--- src/rtl/ntps_phy_regs_pkg.sv ---
// Shared offsets, response codes and address decode for the PHY register bank.
package ntps_phy_regs_pkg;

  localparam logic [7:0] ADDR_ID          = 8'h00;
  localparam logic [7:0] ADDR_SCRATCH     = 8'h04;
  localparam logic [7:0] ADDR_NPATHS      = 8'h08;
  localparam logic [7:0] ADDR_CFG_BASE    = 8'h20;
  localparam logic [7:0] ADDR_STAT_BASE   = 8'h40;
  localparam logic [7:0] ADDR_STICKY_BASE = 8'h60;

  localparam logic [1:0] RESP_OKAY   = 2'b00;
  localparam logic [1:0] RESP_SLVERR = 2'b10;

  localparam int STATUS_W = 5;

  typedef enum logic [2:0] {
    REG_ID,
    REG_SCRATCH,
    REG_NPATHS,
    REG_CFG,
    REG_STAT,
    REG_STICKY,
    REG_NONE
  } reg_kind_e;

  // Classify a word-aligned byte offset; per-path slots beyond num_paths are unmapped.
  function automatic reg_kind_e decode_reg(input logic [7:0] off, input int num_paths);
    reg_kind_e kind;
    logic      path_ok;
    path_ok = (int'(off[4:2]) < num_paths);
    kind    = REG_NONE;
    if (off == ADDR_ID)
      kind = REG_ID;
    else if (off == ADDR_SCRATCH)
      kind = REG_SCRATCH;
    else if (off == ADDR_NPATHS)
      kind = REG_NPATHS;
    else if (path_ok && off[7:5] == ADDR_CFG_BASE[7:5])
      kind = REG_CFG;
    else if (path_ok && off[7:5] == ADDR_STAT_BASE[7:5])
      kind = REG_STAT;
    else if (path_ok && off[7:5] == ADDR_STICKY_BASE[7:5])
      kind = REG_STICKY;
    return kind;
  endfunction

  // Merge new_val into old_val one byte lane at a time.
  function automatic logic [31:0] apply_strb(input logic [31:0] old_val,
                                             input logic [31:0] new_val,
                                             input logic [3:0]  strb);
    logic [31:0] res;
    res = old_val;
    for (int b = 0; b < 4; b++)
      if (strb[b]) res[b*8 +: 8] = new_val[b*8 +: 8];
    return res;
  endfunction

endpackage

--- src/rtl/ntps_sync2.sv ---
// Two-flop synchronizer bringing asynchronous PHY status into the AXI clock domain.
module ntps_sync2 #(
  parameter int WIDTH = 1
) (
  input  logic             clock,
  input  logic             reset_n,
  input  logic [WIDTH-1:0] d,
  output logic [WIDTH-1:0] q
);

  logic [WIDTH-1:0] meta;

  // First flop may go metastable; second flop gives it a full cycle to settle.
  always_ff @(posedge clock) begin
    if (!reset_n) begin
      meta <= '0;
      q    <= '0;
    end else begin
      meta <= d;
      q    <= meta;
    end
  end

endmodule

--- src/rtl/ntps_phy_axil_regs.sv ---
// AXI-Lite register bank exposing PHY config words, live status and sticky status changes.
module ntps_phy_axil_regs
  import ntps_phy_regs_pkg::*;
#(
  parameter int          NUM_PATHS    = 4,
  parameter int          ADDR_WIDTH   = 32,
  parameter logic [31:0] CONFIG_RESET = 32'h0000_0000,
  parameter logic [31:0] ID_VALUE     = 32'h5048_5931
) (
  input  logic                          axi_aclk,
  input  logic                          axi_aresetn,
  input  logic [ADDR_WIDTH-1:0]         s_axil_awaddr,
  input  logic                          s_axil_awvalid,
  output logic                          s_axil_awready,
  input  logic [31:0]                   s_axil_wdata,
  input  logic [3:0]                    s_axil_wstrb,
  input  logic                          s_axil_wvalid,
  output logic                          s_axil_wready,
  output logic [1:0]                    s_axil_bresp,
  output logic                          s_axil_bvalid,
  input  logic                          s_axil_bready,
  input  logic [ADDR_WIDTH-1:0]         s_axil_araddr,
  input  logic                          s_axil_arvalid,
  output logic                          s_axil_arready,
  output logic [31:0]                   s_axil_rdata,
  output logic [1:0]                    s_axil_rresp,
  output logic                          s_axil_rvalid,
  input  logic                          s_axil_rready,
  output logic [32*NUM_PATHS-1:0]       gen_config,
  input  logic [STATUS_W*NUM_PATHS-1:0] xphy_status
);

  localparam int SW = STATUS_W * NUM_PATHS;

  logic                    aw_held;
  logic                    w_held;
  logic [5:0]              aw_word_q;
  logic [31:0]             w_data_q;
  logic [3:0]              w_strb_q;
  logic [32*NUM_PATHS-1:0] cfg_q;
  logic [31:0]             scratch_q;
  logic [SW-1:0]           stat_sync;
  logic [SW-1:0]           stat_prev;
  logic [SW-1:0]           sticky_q;
  logic [SW-1:0]           sticky_clr;
  logic [SW-1:0]           sticky_set;
  reg_kind_e               wr_kind;
  reg_kind_e               rd_kind;
  logic [2:0]              wr_idx;
  logic [2:0]              rd_idx;
  logic                    wr_commit;
  logic [31:0]             rd_data;
  logic [1:0]              rd_resp;
  logic [31:0]             sel_cfg;
  logic [STATUS_W-1:0]     sel_stat;
  logic [STATUS_W-1:0]     sel_sticky;
  logic                    unused_addr_bits;

  assign wr_kind    = decode_reg({aw_word_q, 2'b00}, NUM_PATHS);
  assign wr_idx     = aw_word_q[2:0];
  assign rd_kind    = decode_reg({s_axil_araddr[7:2], 2'b00}, NUM_PATHS);
  assign rd_idx     = s_axil_araddr[4:2];
  assign wr_commit  = aw_held && w_held && !s_axil_bvalid;
  assign sticky_set = stat_sync ^ stat_prev;

  assign s_axil_awready = !aw_held;
  assign s_axil_wready  = !w_held;
  assign s_axil_arready = !s_axil_rvalid;
  assign gen_config     = cfg_q;

  assign unused_addr_bits = ^{s_axil_awaddr[ADDR_WIDTH-1:8], s_axil_awaddr[1:0],
                              s_axil_araddr[ADDR_WIDTH-1:8], s_axil_araddr[1:0]};

  ntps_sync2 #(.WIDTH(SW)) u_status_sync (
    .clock   (axi_aclk),
    .reset_n (axi_aresetn),
    .d       (xphy_status),
    .q       (stat_sync)
  );

  // Hold AW and W independently; commit when both are present, retire on the B handshake.
  always_ff @(posedge axi_aclk) begin
    if (!axi_aresetn) begin
      aw_held       <= 1'b0;
      w_held        <= 1'b0;
      aw_word_q     <= '0;
      w_data_q      <= '0;
      w_strb_q      <= '0;
      s_axil_bvalid <= 1'b0;
      s_axil_bresp  <= RESP_OKAY;
    end else begin
      if (s_axil_awvalid && !aw_held) begin
        aw_held   <= 1'b1;
        aw_word_q <= s_axil_awaddr[7:2];
      end
      if (s_axil_wvalid && !w_held) begin
        w_held   <= 1'b1;
        w_data_q <= s_axil_wdata;
        w_strb_q <= s_axil_wstrb;
      end
      if (s_axil_bvalid && s_axil_bready) begin
        s_axil_bvalid <= 1'b0;
        aw_held       <= 1'b0;
        w_held        <= 1'b0;
      end else if (wr_commit) begin
        s_axil_bvalid <= 1'b1;
        s_axil_bresp  <= (wr_kind inside {REG_CFG, REG_SCRATCH, REG_STICKY}) ? RESP_OKAY
                                                                            : RESP_SLVERR;
      end
    end
  end

  // Byte-gated writes into the config words and scratch register.
  always_ff @(posedge axi_aclk) begin
    if (!axi_aresetn) begin
      cfg_q     <= {NUM_PATHS{CONFIG_RESET}};
      scratch_q <= '0;
    end else if (wr_commit) begin
      if (wr_kind == REG_SCRATCH)
        scratch_q <= apply_strb(scratch_q, w_data_q, w_strb_q);
      for (int i = 0; i < NUM_PATHS; i++)
        if (wr_kind == REG_CFG && wr_idx == 3'(i))
          cfg_q[i*32 +: 32] <= apply_strb(cfg_q[i*32 +: 32], w_data_q, w_strb_q);
    end
  end

  // Sticky bits all live in byte lane 0, so a W1C only clears when that lane is enabled.
  always_comb begin
    sticky_clr = '0;
    if (wr_commit && wr_kind == REG_STICKY && w_strb_q[0])
      for (int i = 0; i < NUM_PATHS; i++)
        if (wr_idx == 3'(i))
          sticky_clr[i*STATUS_W +: STATUS_W] = w_data_q[STATUS_W-1:0];
  end

  // Latch any change of the synced status; a fresh change beats a same-cycle clear.
  always_ff @(posedge axi_aclk) begin
    if (!axi_aresetn) begin
      stat_prev <= '0;
      sticky_q  <= '0;
    end else begin
      stat_prev <= stat_sync;
      sticky_q  <= (sticky_q & ~sticky_clr) | sticky_set;
    end
  end

  // Read data is taken from current state, before any write committing this cycle.
  always_comb begin
    sel_cfg    = '0;
    sel_stat   = '0;
    sel_sticky = '0;
    for (int i = 0; i < NUM_PATHS; i++)
      if (rd_idx == 3'(i)) begin
        sel_cfg    = cfg_q[i*32 +: 32];
        sel_stat   = stat_sync[i*STATUS_W +: STATUS_W];
        sel_sticky = sticky_q[i*STATUS_W +: STATUS_W];
      end
    rd_data = '0;
    rd_resp = RESP_OKAY;
    case (rd_kind)
      REG_ID:      rd_data = ID_VALUE;
      REG_SCRATCH: rd_data = scratch_q;
      REG_NPATHS:  rd_data = 32'(NUM_PATHS);
      REG_CFG:     rd_data = sel_cfg;
      REG_STAT:    rd_data = 32'(sel_stat);
      REG_STICKY:  rd_data = 32'(sel_sticky);
      default:     rd_resp = RESP_SLVERR;
    endcase
  end

  // Accept AR only when no read data is pending, and hold R until it is taken.
  always_ff @(posedge axi_aclk) begin
    if (!axi_aresetn) begin
      s_axil_rvalid <= 1'b0;
      s_axil_rdata  <= '0;
      s_axil_rresp  <= RESP_OKAY;
    end else if (s_axil_arvalid && s_axil_arready) begin
      s_axil_rvalid <= 1'b1;
      s_axil_rdata  <= rd_data;
      s_axil_rresp  <= rd_resp;
    end else if (s_axil_rvalid && s_axil_rready) begin
      s_axil_rvalid <= 1'b0;
    end
  end

endmodule

--- config.mk ---
export PLATFORM = sky130hd
export DESIGN_NAME = ntps_phy_axil_regs
export DESIGN_NICKNAME = d
export VERILOG_FILES = /design/src/rtl/ntps_phy_regs_pkg.sv /design/src/rtl/ntps_sync2.sv /design/src/rtl/ntps_phy_axil_regs.sv
export SDC_FILE = /design/constraint.sdc
export NUM_CORES = 1
export LEC_CHECK = 0
export CAP_MARGIN = 20
export CELL_PAD_IN_SITES_DETAIL_PLACEMENT = 1
export CELL_PAD_IN_SITES_GLOBAL_PLACEMENT = 1
export CORE_MARGIN = 1.5
export CORE_UTILIZATION = 41
export CTS_CLUSTER_DIAMETER = 40
export DETAILED_ROUTE_END_ITERATION = 10
export PLACE_DENSITY = 0.95
export SLEW_MARGIN = 20
export SYNTH_ARGS = -nofsm -noshare
export SYNTH_HDL_FRONTEND = slang
export SYNTH_SLANG_ARGS = --single-unit
--- constraint.sdc ---
create_clock -name axi_aclk -period 5.4 [get_ports axi_aclk]
set_input_delay 1.62 -clock axi_aclk [delete_from_list [all_inputs] [get_ports axi_aclk]]
set_output_delay 1.62 -clock axi_aclk [all_outputs]
set_load 0.01 [all_outputs]
# After elaboration in Yosys (flattened, before gate mapping)
# Index checks and enable logic that the tools add are counted.
# Widths: inputs -> output; s select.
[word_totals]
ff_bits = 322
in_bits = 127
word_cells = 153
[classes]
magnitude_cmp = 2
n_eq_ne = 24
n_mux = 34
n_bitwise = 6
n_reduce_logical = 53
[ops]
columns = ["op", "n"]
rows = [
  ["$pmux 32 s6", 1],
  ["$mux 32", 4],
  ["$mux 5", 12],
  ["$reduce_and 3->1", 20],
  ["$eq 3x2->1 const B", 11],
  ["$mux 3", 8],
  ["$and 20x20->20", 1],
  ["$mux 20", 1],
  ["$not 20->20", 1],
  ["$or 20x20->20", 1],
  ["$xor 20x20->20", 1],
  ["$logic_and 1x1->1", 19],
  ["$eq 3x1->1 const B", 6],
  ["$eq 6x1->1 const B", 2],
  ["$eq 6x2->1 const B", 2],
  ["$logic_not 6->1", 2],
  ["$mux 2", 6],
  ["$eq 3x3->1 const B", 3],
  ["$logic_not 3->1", 3],
  ["$lt 3x3->1 const B", 2],
  ["$reduce_or 6->1", 1],
  ["$logic_not 1->1", 4],
  ["$reduce_bool 3->1", 1],
  ["$mux 1", 2],
  ["other kinds (4)", 5],
]

# Depth between registers and ports, before layout
# Gate-level depths: netlist of the first run.
[logic_depth]
depth_word = 15
depth_mapped = 7

# Modules after synthesis
# A second synthesis of the first run with hierarchy kept.
[hier_totals]
hier_cells = 1510
area_unflattened_um2 = 13322.8
[by_module_without_submodules]
columns = ["module", "n_inst", "cells_each", "area_each_um2", "seq_area_each_um2"]
rows = [
  ["ntps_phy_axil_regs", 1, 1426, 12215.5, 5605.4],
  ["ntps_sync2", 1, 84, 1107.3, 800.8],
]

# Least setup slack after synthesis of the first run
# No wires, ideal clock.
[synth_timing]
kind = "input port to flip-flop"
start = "input port s_axil_araddr[2]"
end = "register s_axil_rdata[30]"
setup_ps = 128
arrival_ps = 2949
t_required_ps = 5272
slack_ps = 2324
cell_stages = 6
n_path_buf = 3
cell_sequence = "buf_2 > buf_2 > buf_2 > mux4_1 > a221oi_1 > o21ai_1"
[synth_between]
elab_chain_len = 10
word_cells_on_any_way = 28
cone_classes = "order compare: 1; eq/ne: 10; mux: 11; reduce/logical: 6"
[synth_rtl]
columns = ["item", "line", "source"]
rows = [
  ["from (decl)", "ntps_phy_axil_regs.sv:22", "input logic [ADDR_WIDTH-1:0] s_axil_araddr,"],
  ["$lt 3x3->1", "ntps_phy_regs_pkg.sv:30", "path_ok = (int'(off[4:2]) < num_paths);"],
  ["$logic_and 1x1->1", "ntps_phy_regs_pkg.sv:42", "else if (path_ok && off[7:5] == ADDR_STICKY_BASE[7:5])"],
  ["$mux 2", "ntps_phy_regs_pkg.sv:42", ""],
  ["$mux 2", "ntps_phy_regs_pkg.sv:40", "else if (path_ok && off[7:5] == ADDR_STAT_BASE[7:5])"],
  ["$mux 3", "ntps_phy_regs_pkg.sv:38", "else if (path_ok && off[7:5] == ADDR_CFG_BASE[7:5])"],
  ["$mux 3", "ntps_phy_regs_pkg.sv:36", "else if (off == ADDR_NPATHS)"],
  ["$mux 3", "ntps_phy_regs_pkg.sv:34", "else if (off == ADDR_SCRATCH)"],
  ["$mux 3", "ntps_phy_regs_pkg.sv:32", "if (off == ADDR_ID)"],
  ["$eq 3x3->1, or another cell as far along", "ntps_phy_axil_regs.sv:160", "case (rd_kind)"],
  ["$pmux 32 s6 *", "ntps_phy_axil_regs.sv:160", ""],
  ["to (signal assigned)", "ntps_phy_axil_regs.sv:179", "s_axil_rdata <= rd_data;"],
  ["to (decl)", "ntps_phy_axil_regs.sv:25", "output logic [31:0] s_axil_rdata,"],
]
# Mark *: on every way between the ends. The rest lies on a longest branch, timed or not.
# A chain may end at the register's enable or synchronous reset.

# Worst setup path in the final report of the first run
[layout_timing]
start = "input port s_axil_araddr[4]"
end = "register s_axil_rdata[7]"
# Same word-level chain as after synthesis.

==> flow_metrics.tcl, run 1 <==
set metrics [dict create \
    cts_buffer_depth 3 \
    setup_viol 0 \
    design.die.area_mm2 0.0315 \
    r2r_start "aw_word_q[1]$_SDFFE_PN0P_" \
    die_h_um 178 \
    dp_slack_ns 1.35 \
    htreeDepth 2 \
    r2r_cells 4 \
    slew_viol_final 0 \
    grt_pass1_wl_mm 66.4 \
    tritoncts "done" \
    layout-drive-gt1-share 0.105 \
    cts.sinks 320 \
    wl_per_cell_um 24.0 \
    syn_to_final_growth_pct 33.7 \
    netlist_instances 1195 \
    dp_cells 1761 \
    hp-class "reg -> reg" \
    cp-start-kind "primary input" \
    reg2reg_to "gen_config[100]$_SDFFE_PN0P_" \
    reg2reg_slack_ns 2.69 \
    drv_cap 0 \
    pin_count 296 \
    finalPower_mw 5.76 \
    min_from "u_status_sync.meta[13]$_SDFF_PN0_" \
    syn_avg_cell_area_um2 10.4 \
    wl_mm 44.2 \
    fmax_mhz 279 \
    ant_nets 0 \
    coreArea_mm2 0.0298 \
    status "finished clean" \
    hold_path_end "u_status_sync.q[13]$_SDFF_PN0_" \
    grt_pass1_vias 11300 \
    finalCritPeriodShare 0.664 \
    post_cts_resized 0 \
    cts_setup_buffers 0 \
    dr.pass1.iters 5 \
    cts_buffers 41 \
    vias 10400 \
    skew_ns 0.0313 \
    fin_area_mm2 0.0167 \
    tightestPinTransition_ns 0.956 \
    end_kind "flip-flop" \
    arrival_ns 4.02 \
    port_buffers 241 \
    yosysWarningCount 0 \
    first_iter_violations 725 \
    synth_ff_type "dfxtp_1" \
    grt_max_degree 87 \
    std_cell_rows 63 \
    ys_ff_latch 320 \
    clockRootBuffer "clkbuf_16" \
    route.detailed.drc 0 \
    rsz0062_at_grt "no" \
    ir_drop_uv 240 \
    p_leak_nw 7.30 \
    period_needed_ns 3.58 \
    powerDensity_mw_per_mm2 345 \
    clkTransAtPathRegs_ns 0.07 \
    antenna_found_initial 4 \
    slew_headroom 0.354 \
    ys_async_sr_fraction 0 \
    fin_cells 1842 \
    gp_congestion 0.825 \
    synth_cell_types 52 \
    start_util 0.419 \
    die_w_um 178 \
    ys_seq_area_frac 0.513 \
    grt_overflow_total 0 \
    whs_path_depth 1 \
    hpwl_mm 28.1 \
    syn_area_mm2 0.0125 \
    critPathMaxFanout 27 \
    setup-tns-final_ns 0 \
    final-hold-violation-count 0 \
    final_nets 1542 \
    vias_per_cell 5.65 \
    critPathLaunch "s_axil_araddr[4]" \
    track_usage 0.277 \
    place_area_mm2 0.0151 \
    cts_hold_buf 0 \
    clock_latency_ns 0.53 \
    synth_edf_count 0 \
    finalWorstSetupSlack_ns 1.82 \
    worst-endpoint-required_ns 5.84 \
    criticalPathCategory "in -> reg" \
]
==> metrics by stage <==
step | hold WS (ns) | util
6_report | 0.432 | 0.560
5_1_grt | 0.448 | 0.560
4_1_cts | 0.434 | 0.559
3_5_place_dp | 0.419 | 0.508
3_3_place_gp | 0.415 | 0.508
2_1_floorplan | 0.412 | -
==> critical path, stage by stage <==
cell and delay [ns]:
clkdlybuf4s50_1 0.40, buf_4 0.18, or4_4 0.56, nor3b_4 0.38, buf_4 0.47, a22oi_1 0.19
o21ai_1 0.20
==> registers in the layout, summed over array words and instances (netlist names) <==
register	cells
gen_config	128
s_axil_rdata	32
scratch_q	32
w_data_q	32
stat_prev	20
sticky_q	20
u_status_sync.meta	20
u_status_sync.q	20
aw_word_q	6
w_strb_q	4
aw_held	1
s_axil_bresp	1
s_axil_bvalid	1
s_axil_rresp	1
s_axil_rvalid	1
w_held	1
==> cells in the mapped netlist, types with 6 or more instances <==
library cell / instances / share of area
a21boi_0: 19 / 0.011
dfxtp_1: 320 / 0.51
a21oi_1: 42 / 0.017
buf_2: 14 / 0.0056
o21a_1: 22 / 0.013
mux4_2: 35 / 0.063
xor2_1: 20 / 0.014
o21ai_0: 9 / 0.0036
nor2b_1: 6 / 0.0030
nand3_1: 13 / 0.0052
mux2i_1: 171 / 0.14
o21ai_1: 27 / 0.011
nand3_2: 8 / 0.0064
nand2_1: 101 / 0.030
nor2_1: 174 / 0.052
clkbuf_1: 59 / 0.018
and2_1: 61 / 0.031
a22oi_1: 21 / 0.013
a221oi_1: 11 / 0.0077
==> layout by cell type (no fill, tap or decap), drive strengths merged, types with 5 or more instances in the layout <==
| cell | Yosys | layout |
|---|---|---|
| buf | 21 | 18 |
| diode | 0 | 5 |
| a21oi | 43 | 43 |
| clkdlybuf4s50 | 0 | 238 |
| and2 | 61 | 61 |
| a21boi | 20 | 20 |
| inv | 4 | 8 |
| nand2 | 101 | 101 |
| bufinv | 0 | 8 |
| nor2 | 174 | 174 |
| clkinv | 0 | 9 |
| dfxtp | 320 | 320 |
| nor2b | 6 | 6 |
| o21a | 22 | 22 |
| a22oi | 21 | 21 |
| clkbuf | 59 | 51 |
| a221oi | 13 | 13 |
| mux2i | 171 | 171 |
| nand3 | 21 | 21 |
| o21ai | 36 | 36 |
| xor2 | 20 | 20 |
| mux4 | 37 | 37 |
==> power by group <==
part / leakage, nW / switching, mW / internal [mW]
Clock: 0.727 / 1.09 / 1.89
Combinational: 3.97 / 0.166 / 0.140
Sequential: 2.60 / 0.0581 / 2.42
==> worst max path at each step <==
| stage | endpoint | slack [ns] | cells past startpoint |
|---|---|---|---|
| 6_report | s_axil_rdata[7]$_SDFFE_PN0P_ | 1.82 | 7 |
| 5_1_grt | s_axil_rdata[25]$_SDFFE_PN0P_ | 1.78 | 7 |
| 4_1_cts | s_axil_rdata[7]$_SDFFE_PN0P_ | 1.85 | 7 |
| 3_5_place_dp | s_axil_rdata[7]$_SDFFE_PN0P_ | 1.35 | 7 |
| 3_3_place_gp | s_axil_rdata[29]$_SDFFE_PN0P_ | 1.46 | 7 |
| 2_1_floorplan | s_axil_rdata[30]$_SDFFE_PN0P_ | 2.32 | 6 |
==> layout make-up <==
cell class	instances	area, µm²
clock inverter	24	360
sequential	320	6410
inverter	4	20.0
timing repair buffer	256	2530
tap	390	488
antenna	5	12.5
fill	3141	13100
clock buffer	51	1140
multi-input combinational	792	5740
==> routing by layer <==
layer / part of all wire / vias to the layer above / GRT usage
met2: 0.52 / 457 / 0.508
met1: 0.37 / 5211 / 0.299
met4: 0.051 / 0 / 0.159
met5: 0 / - / 0
li1: - / 4593 / -
met3: 0.063 / 144 / 0.0503
==> logic make-up (layout without fill, tap and decap cells) <==
logic type,after synthesis,after routing,synth area share
compound gates,168,168,0.0889
other cells,1,7,0.000300
mux,209,209,0.205
xor+xnor,20,20,0.0140
simple gates,393,393,0.149
flops,320,320,0.513
buf+inv,84,335,0.0297
Power figures use the tool's default switching activity.
==> run 2: changes to the inputs <==
--- a/config.mk
+++ b/config.mk
@@ -9,10 +9,10 @@
 export CELL_PAD_IN_SITES_DETAIL_PLACEMENT = 1
 export CELL_PAD_IN_SITES_GLOBAL_PLACEMENT = 1
 export CORE_MARGIN = 1.5
-export CORE_UTILIZATION = 41
+export CORE_UTILIZATION = 38
 export CTS_CLUSTER_DIAMETER = 40
 export DETAILED_ROUTE_END_ITERATION = 10
-export PLACE_DENSITY = 0.95
+export PLACE_DENSITY = 0.89
 export SLEW_MARGIN = 20
 export SYNTH_ARGS = -nofsm -noshare
 export SYNTH_HDL_FRONTEND = slang
==> constraint.sdc (replaced) <==
create_clock -name axi_aclk -period 3.6 [get_ports axi_aclk]
set_input_delay 1.08 -clock axi_aclk [delete_from_list [all_inputs] [get_ports axi_aclk]]
set_output_delay 1.08 -clock axi_aclk [all_outputs]
set_load 0.01 [all_outputs]
==> run 2 against run 1 <==
Sequential power rose by 50%. Register-to-register slack got worse by 1.7 ns. Utilization fell by 4.2 points. Sequential cell count did not move. Clock skew fell by 0.0029 ns. Sequential share of layout area fell by 0.28 points. Clock power rose by 45%. Largest power group unchanged. Power rose by 47%. First-iteration DRC count fell by 5.2%. Hold slack got worse by 0.0039 ns. Critical path depth fell by 1.
==> flow_metrics.tcl, run 2 (same netlist as run 1, synthesis figures left out) <==
set metrics [dict create \
    end_kind "flip-flop" \
    grt_overflow_total 0 \
    cts_buffers 45 \
    clockPowerShare 0.508 \
    syn_to_final_growth_pct 34.6 \
    arrival_ns 3.20 \
    wl_per_cell_um 22.2 \
    r2r_start "aw_word_q[0]$_SDFFE_PN0P_" \
    wl_mm 42.3 \
    track_usage 0.249 \
    cts_buffer_depth 3 \
    pin_count 296 \
    fin_area_mm2 0.0168 \
    clockRootBuffer "clkbuf_16" \
    hold_slack_ns 0.428 \
    sequentialPowerShare 0.437 \
    tightestPinTransition_ns 0.839 \
    htreeDepth 2 \
    rsz0062_at_grt "no" \
    whs_path_depth 1 \
    period_needed_ns 2.75 \
    worst-endpoint-required_ns 4.05 \
    fmax_mhz 364 \
    gp_congestion 0.811 \
    hold_path_end "u_status_sync.q[8]$_SDFF_PN0_" \
    die_w_um 184 \
    vias_per_cell 5.38 \
    port_buffers 241 \
    grt_pass1_vias 11100 \
    first_iter_violations 687 \
    route.detailed.drc 0 \
    slew_headroom 0.440 \
    finalPower_mw 8.48 \
    hp-class "reg -> reg" \
    drv_cap 0 \
    final_common_cell "dfxtp_1" \
    min_from "u_status_sync.meta[8]$_SDFF_PN0_" \
    mostFrequentLayoutCells "dfxtp_1, clkdlybuf4s50_1, nor2_1" \
    setup-tns-final_ns 0 \
    cts.sinks 320 \
    largest_register_ffs 128 \
    final-hold-violation-count 0 \
    cts_setup_buffers 0 \
    clock_latency_ns 0.54 \
    path_cells "clkdlybuf4s50_1 > or4_4 > nor3b_4 > buf_12 > a221oi_1 > o21ai_1" \
    die_h_um 184 \
    powerDensity_mw_per_mm2 504 \
    pwr-share-comb 0.055 \
    antenna_found_initial 5 \
    layout-drive-gt1-share 0.110 \
    vias 10200 \
    reg2reg_to "scratch_q[20]$_SDFFE_PN0P_" \
    place_area_mm2 0.0153 \
    utilization 0.518 \
    tritoncts "done" \
    ir_drop_uv 333 \
    setup_viol 0 \
    cp_slowest_stage_delay_ns 0.57 \
    std_cell_rows 66 \
    switching_power_mw 1.99 \
    start_util 0.385 \
    p_sw_frac 0.234 \
    r2r_cells 4 \
    cts_hold_buf 0 \
    design.die.area_mm2 0.0340 \
    p_leak_nw 7.31 \
    finalCritPeriodShare 0.764 \
    cp_slowest_cell "or4_4" \
    p_int_mw 6.50 \
    final_nets 1551 \
    critPathMaxFanout 27 \
    dr.pass1.iters 5 \
    hpwl_mm 27.9 \
    criticalPathCategory "in -> reg" \
    skew_ns 0.0284 \
    cp-start-kind "primary input" \
    reg2reg_slack_ns 0.97 \
    grt_pass1_wl_mm 64.4 \
    slew_viol_final 0 \
    ant_nets 0 \
    grt_max_degree 84 \
    coreArea_mm2 0.0325 \
    clkTransAtPathRegs_ns 0.06 \
    status "finished clean" \
    post_cts_resized 0 \
]
run 2: metrics by stage:
| step | instances | worst slack, ns |
|---|---|---|
| CTS | 1899 | 0.833 |
| finish | 1903 | 0.851 |
| floorplan | 1196 | 1.06 |
| detailed placement | 1819 | 0.383 |
| global route | 1901 | 0.825 |
| global placement | 1819 | 0.463 |
run 2: cell type report:
| class | instances | area (µm²) |
|---|---|---|
| Tap cell | 442 | 553 |
| Antenna cell | 4 | 10.0 |
| Clock inverter | 23 | 243 |
| Sequential cell | 320 | 6410 |
| Clock buffer | 57 | 1230 |
| Fill cell | 3495 | 15600 |
| Timing Repair Buffer | 261 | 2610 |
| Multi-Input combinational cell | 792 | 5740 |
| Inverter | 4 | 20.0 |
run 2: routing by layer:
metal | share of wire | GRT usage | wire [µm]
met1 | 0.38 | 0.278 | 16200
met5 | 0 | 0 | 0
met3 | 0.060 | 0.0474 | 2540
met2 | 0.52 | 0.455 | 21900
met4 | 0.038 | 0.116 | 1630
run 2: how the worst max path moves through the flow:
stage | cells after the start | slack (ns) | to | startpoint
6_report | 6 | 0.85 | s_axil_rdata[5]$_SDFFE_PN0P_ | s_axil_araddr[6]
5_1_grt | 6 | 0.82 | s_axil_rdata[5]$_SDFFE_PN0P_ | s_axil_araddr[6]
4_1_cts | 4 | 0.83 | gen_config[114]$_SDFFE_PN0P_ | aw_word_q[1]$_SDFFE_PN0P_
3_5_place_dp | 6 | 0.38 | s_axil_rdata[5]$_SDFFE_PN0P_ | s_axil_araddr[6]
3_3_place_gp | 6 | 0.46 | s_axil_rdata[9]$_SDFFE_PN0P_ | s_axil_araddr[4]
2_1_floorplan | 6 | 1.06 | s_axil_rdata[30]$_SDFFE_PN0P_ | s_axil_araddr[2]
run 2: power by group through the flow:
stage                     Combinational, mW  Sequential [mW]  Clock (mW)
final                                 0.464             3.71        4.31
after CTS                             0.468             3.71        4.38
after floorplan                       0.266             3.75           0
after global placement                0.445             3.77           0
after detailed placement              0.462             3.78           0
after global routing                  0.500             3.72        4.54
run 2: worst max-delay path: cells and delay by family:
kind                   cells  cell delay, ns
AND/OR/NAND/NOR            2            0.99
AO/OA/AOI/OAI              2            0.31
buffers and inverters      2            0.80
==> run 3: changes to the inputs <==
--- a/config.mk
+++ b/config.mk
@@ -9,10 +9,10 @@
 export CELL_PAD_IN_SITES_DETAIL_PLACEMENT = 1
 export CELL_PAD_IN_SITES_GLOBAL_PLACEMENT = 1
 export CORE_MARGIN = 1.5
-export CORE_UTILIZATION = 38
+export CORE_UTILIZATION = 35
 export CTS_CLUSTER_DIAMETER = 40
 export DETAILED_ROUTE_END_ITERATION = 10
-export PLACE_DENSITY = 0.89
+export PLACE_DENSITY = 0.87
 export SLEW_MARGIN = 20
 export SYNTH_ARGS = -nofsm -noshare
 export SYNTH_HDL_FRONTEND = slang
==> constraint.sdc (replaced) <==
create_clock -name axi_aclk -period 2.4 [get_ports axi_aclk]
set_input_delay 0.72 -clock axi_aclk [delete_from_list [all_inputs] [get_ports axi_aclk]]
set_output_delay 0.72 -clock axi_aclk [all_outputs]
set_load 0.01 [all_outputs]
==> run 3 against run 2 <==
Routed wire length increased by 1.8%. Die area increased by 8.4%. Worst setup slack got worse by 0.75 ns. Clock power increased by 62%. Non-clock buffer count increased by 35. Critical path depth decreased by 5. Via count increased by 1.1%. Cell count increased by 2.4%. Cell area increased by 2.7%. Hold slack improved by 0.0068 ns. Global-route usage decreased by 1.7 points. Register-to-register slack got worse by 0.65 ns. Critical path type is now reg -> out.
==> flow_metrics.tcl, run 3 (same netlist as run 1, synthesis figures left out) <==
set metrics [dict create \
    slew_headroom 0.497 \
    r2r_cells 5 \
    tightestPinTransition_ns 0.753 \
    cts_buffers 44 \
    coreArea_mm2 0.0348 \
    cp_slowest_stage_delay_ns 0.59 \
    powerDensity_mw_per_mm2 771 \
    final_nets 1585 \
    final_common_cell "dfxtp_1" \
    period_needed_ns 2.30 \
    fmax_mhz 435 \
    grt_overflow_total 0 \
    worst-endpoint-required_ns 1.68 \
    design.die.area_mm2 0.0368 \
    syn_to_final_growth_pct 38.3 \
    std_cell_rows 68 \
    hpwl_mm 29.2 \
    first_iter_violations 569 \
    criticalPathCategory "reg -> out" \
    finalCritPeriodShare 0.957 \
    die_h_um 192 \
    tritoncts "done" \
    vias 10300 \
    final-hold-violation-count 0 \
    grt_pass1_wl_mm 65.2 \
    grt_pass1_vias 11400 \
    htreeDepth 2 \
    reg2reg_to "scratch_q[21]$_SDFFE_PN0P_" \
    slew_viol_final 0 \
    clockRootBuffer "clkbuf_16" \
    mostFrequentLayoutCells "dfxtp_1, clkdlybuf4s50_1, nor2_1" \
    path_depth 1 \
    largest_register_ffs 128 \
    rsz0062_at_grt "no" \
    p_leak_nw 7.57 \
    die_w_um 192 \
    clkTransAtPathRegs_ns 0.06 \
    fillers 3699 \
    cts.sinks 320 \
    crit_path_end "gen_config[98]" \
    critPathMaxFanout 3 \
    path_buf_inv 1 \
    dp_slack_ns -0.374 \
    cts_buffer_depth 3 \
    ir_drop_uv 554 \
    cp_top_family "buffers and inverters" \
    path_cells "clkdlybuf4s50_1" \
    layout-drive-gt1-share 0.135 \
    cp-start-kind "flip-flop" \
    setup_viol 0 \
    wl_mm 43.0 \
    gp_congestion 0.827 \
    wl_per_cell_um 22.1 \
    antenna_found_initial 0 \
    dr.pass1.iters 5 \
    reg2reg_slack_ns 0.32 \
    hold_slack_ns 0.435 \
    hp-class "reg -> reg" \
    track_usage 0.232 \
    end_kind "output port" \
    arrival_ns 1.58 \
    skew_ns 0.0190 \
    finalWorstSetupSlack_ns 0.103 \
    pin_count 296 \
    status "finished clean" \
    cts_setup_buffers 0 \
    grt_max_degree 85 \
    clock_latency_ns 0.54 \
    ant_nets 0 \
    vias_per_cell 5.31 \
    route.detailed.drc 0 \
    start_util 0.359 \
    r2r_start "aw_word_q[5]$_SDFFE_PN0P_" \
    drv_cap 0 \
    cp_slowest_cell "clkdlybuf4s50_1" \
    port_buffers 241 \
    n_antenna_cell 0 \
    critPathLaunch "gen_config[98]$_SDFFE_PN0P_" \
]
[run 3: changes by cell type in the layout (fill, tap and decap cells not counted), moves of 2 or more]
cell | before | now
buf_4 | 16 | 45
buf_12 | 5 | 11
inv_6 | 1 | 7
bufinv_16 | 3 | 8
clkbuf_1 | 7 | 2
diode_2 | 4 | 0
clkinvlp_4 | 7 | 4
clkbuf_16 | 46 | 44
[run 3: worst min path at each step]
stage / end / start / depth (start not counted) / slack, ns
2_1_floorplan: u_status_sync.q[0]$_SDFF_PN0_ / u_status_sync.meta[0]$_SDFF_PN0_ / 1 / 0.41
3_3_place_gp: u_status_sync.q[19]$_SDFF_PN0_ / u_status_sync.meta[19]$_SDFF_PN0_ / 1 / 0.41
3_5_place_dp: u_status_sync.q[9]$_SDFF_PN0_ / u_status_sync.meta[9]$_SDFF_PN0_ / 1 / 0.42
4_1_cts: u_status_sync.q[10]$_SDFF_PN0_ / u_status_sync.meta[10]$_SDFF_PN0_ / 1 / 0.44
5_1_grt: u_status_sync.q[19]$_SDFF_PN0_ / u_status_sync.meta[19]$_SDFF_PN0_ / 1 / 0.45
6_report: u_status_sync.q[10]$_SDFF_PN0_ / u_status_sync.meta[10]$_SDFF_PN0_ / 1 / 0.43
[run 3: where the power goes]
part | leakage, nW | switching [mW] | internal, mW
clock | 0.774 | 2.56 | 4.43
combinational | 4.20 | 0.388 | 0.364
sequential | 2.60 | 0.128 | 5.44
[run 3: cell type report]
| class | instances | area, µm² | share of cell area |
|---|---|---|---|
| Inverter | 4 | 20.0 | 0.00116 |
| Clock buffer | 51 | 1180 | 0.0682 |
| Multi-Input combinational cell | 792 | 5730 | 0.332 |
| Timing Repair Buffer | 296 | 2950 | 0.171 |
| Clock inverter | 30 | 415 | 0.0241 |
| Sequential cell | 320 | 6410 | 0.371 |
| Tap cell | 455 | 569 | 0.0330 |
[run 3: per-layer routing]
layer	part of all wire	wire [µm]	track usage
met1	0.39	17000	0.260
met2	0.51	22100	0.428
met3	0.058	2510	0.0444
met4	0.032	1370	0.0944
met5	0	0	0
[run 3: stage by stage]
stage	cell area, µm²	total power, mW	instances	TNS [ns]	utilization
2_1_floorplan	12500	6.02	1196	0	-
3_3_place_gp	15700	6.39	1867	-8.30	0.450
3_5_place_dp	15700	6.42	1867	-10.02	0.450
4_1_cts	17300	13.4	1948	0	0.496
5_1_grt	17300	13.7	1948	0	0.496
6_report	17300	13.3	1948	0	0.496
[run 3: what timing repair did]
item,in CTS,in global routing
hold buffers,0,0
setup endpoints to repair,0,1
gates resized for setup,0,1
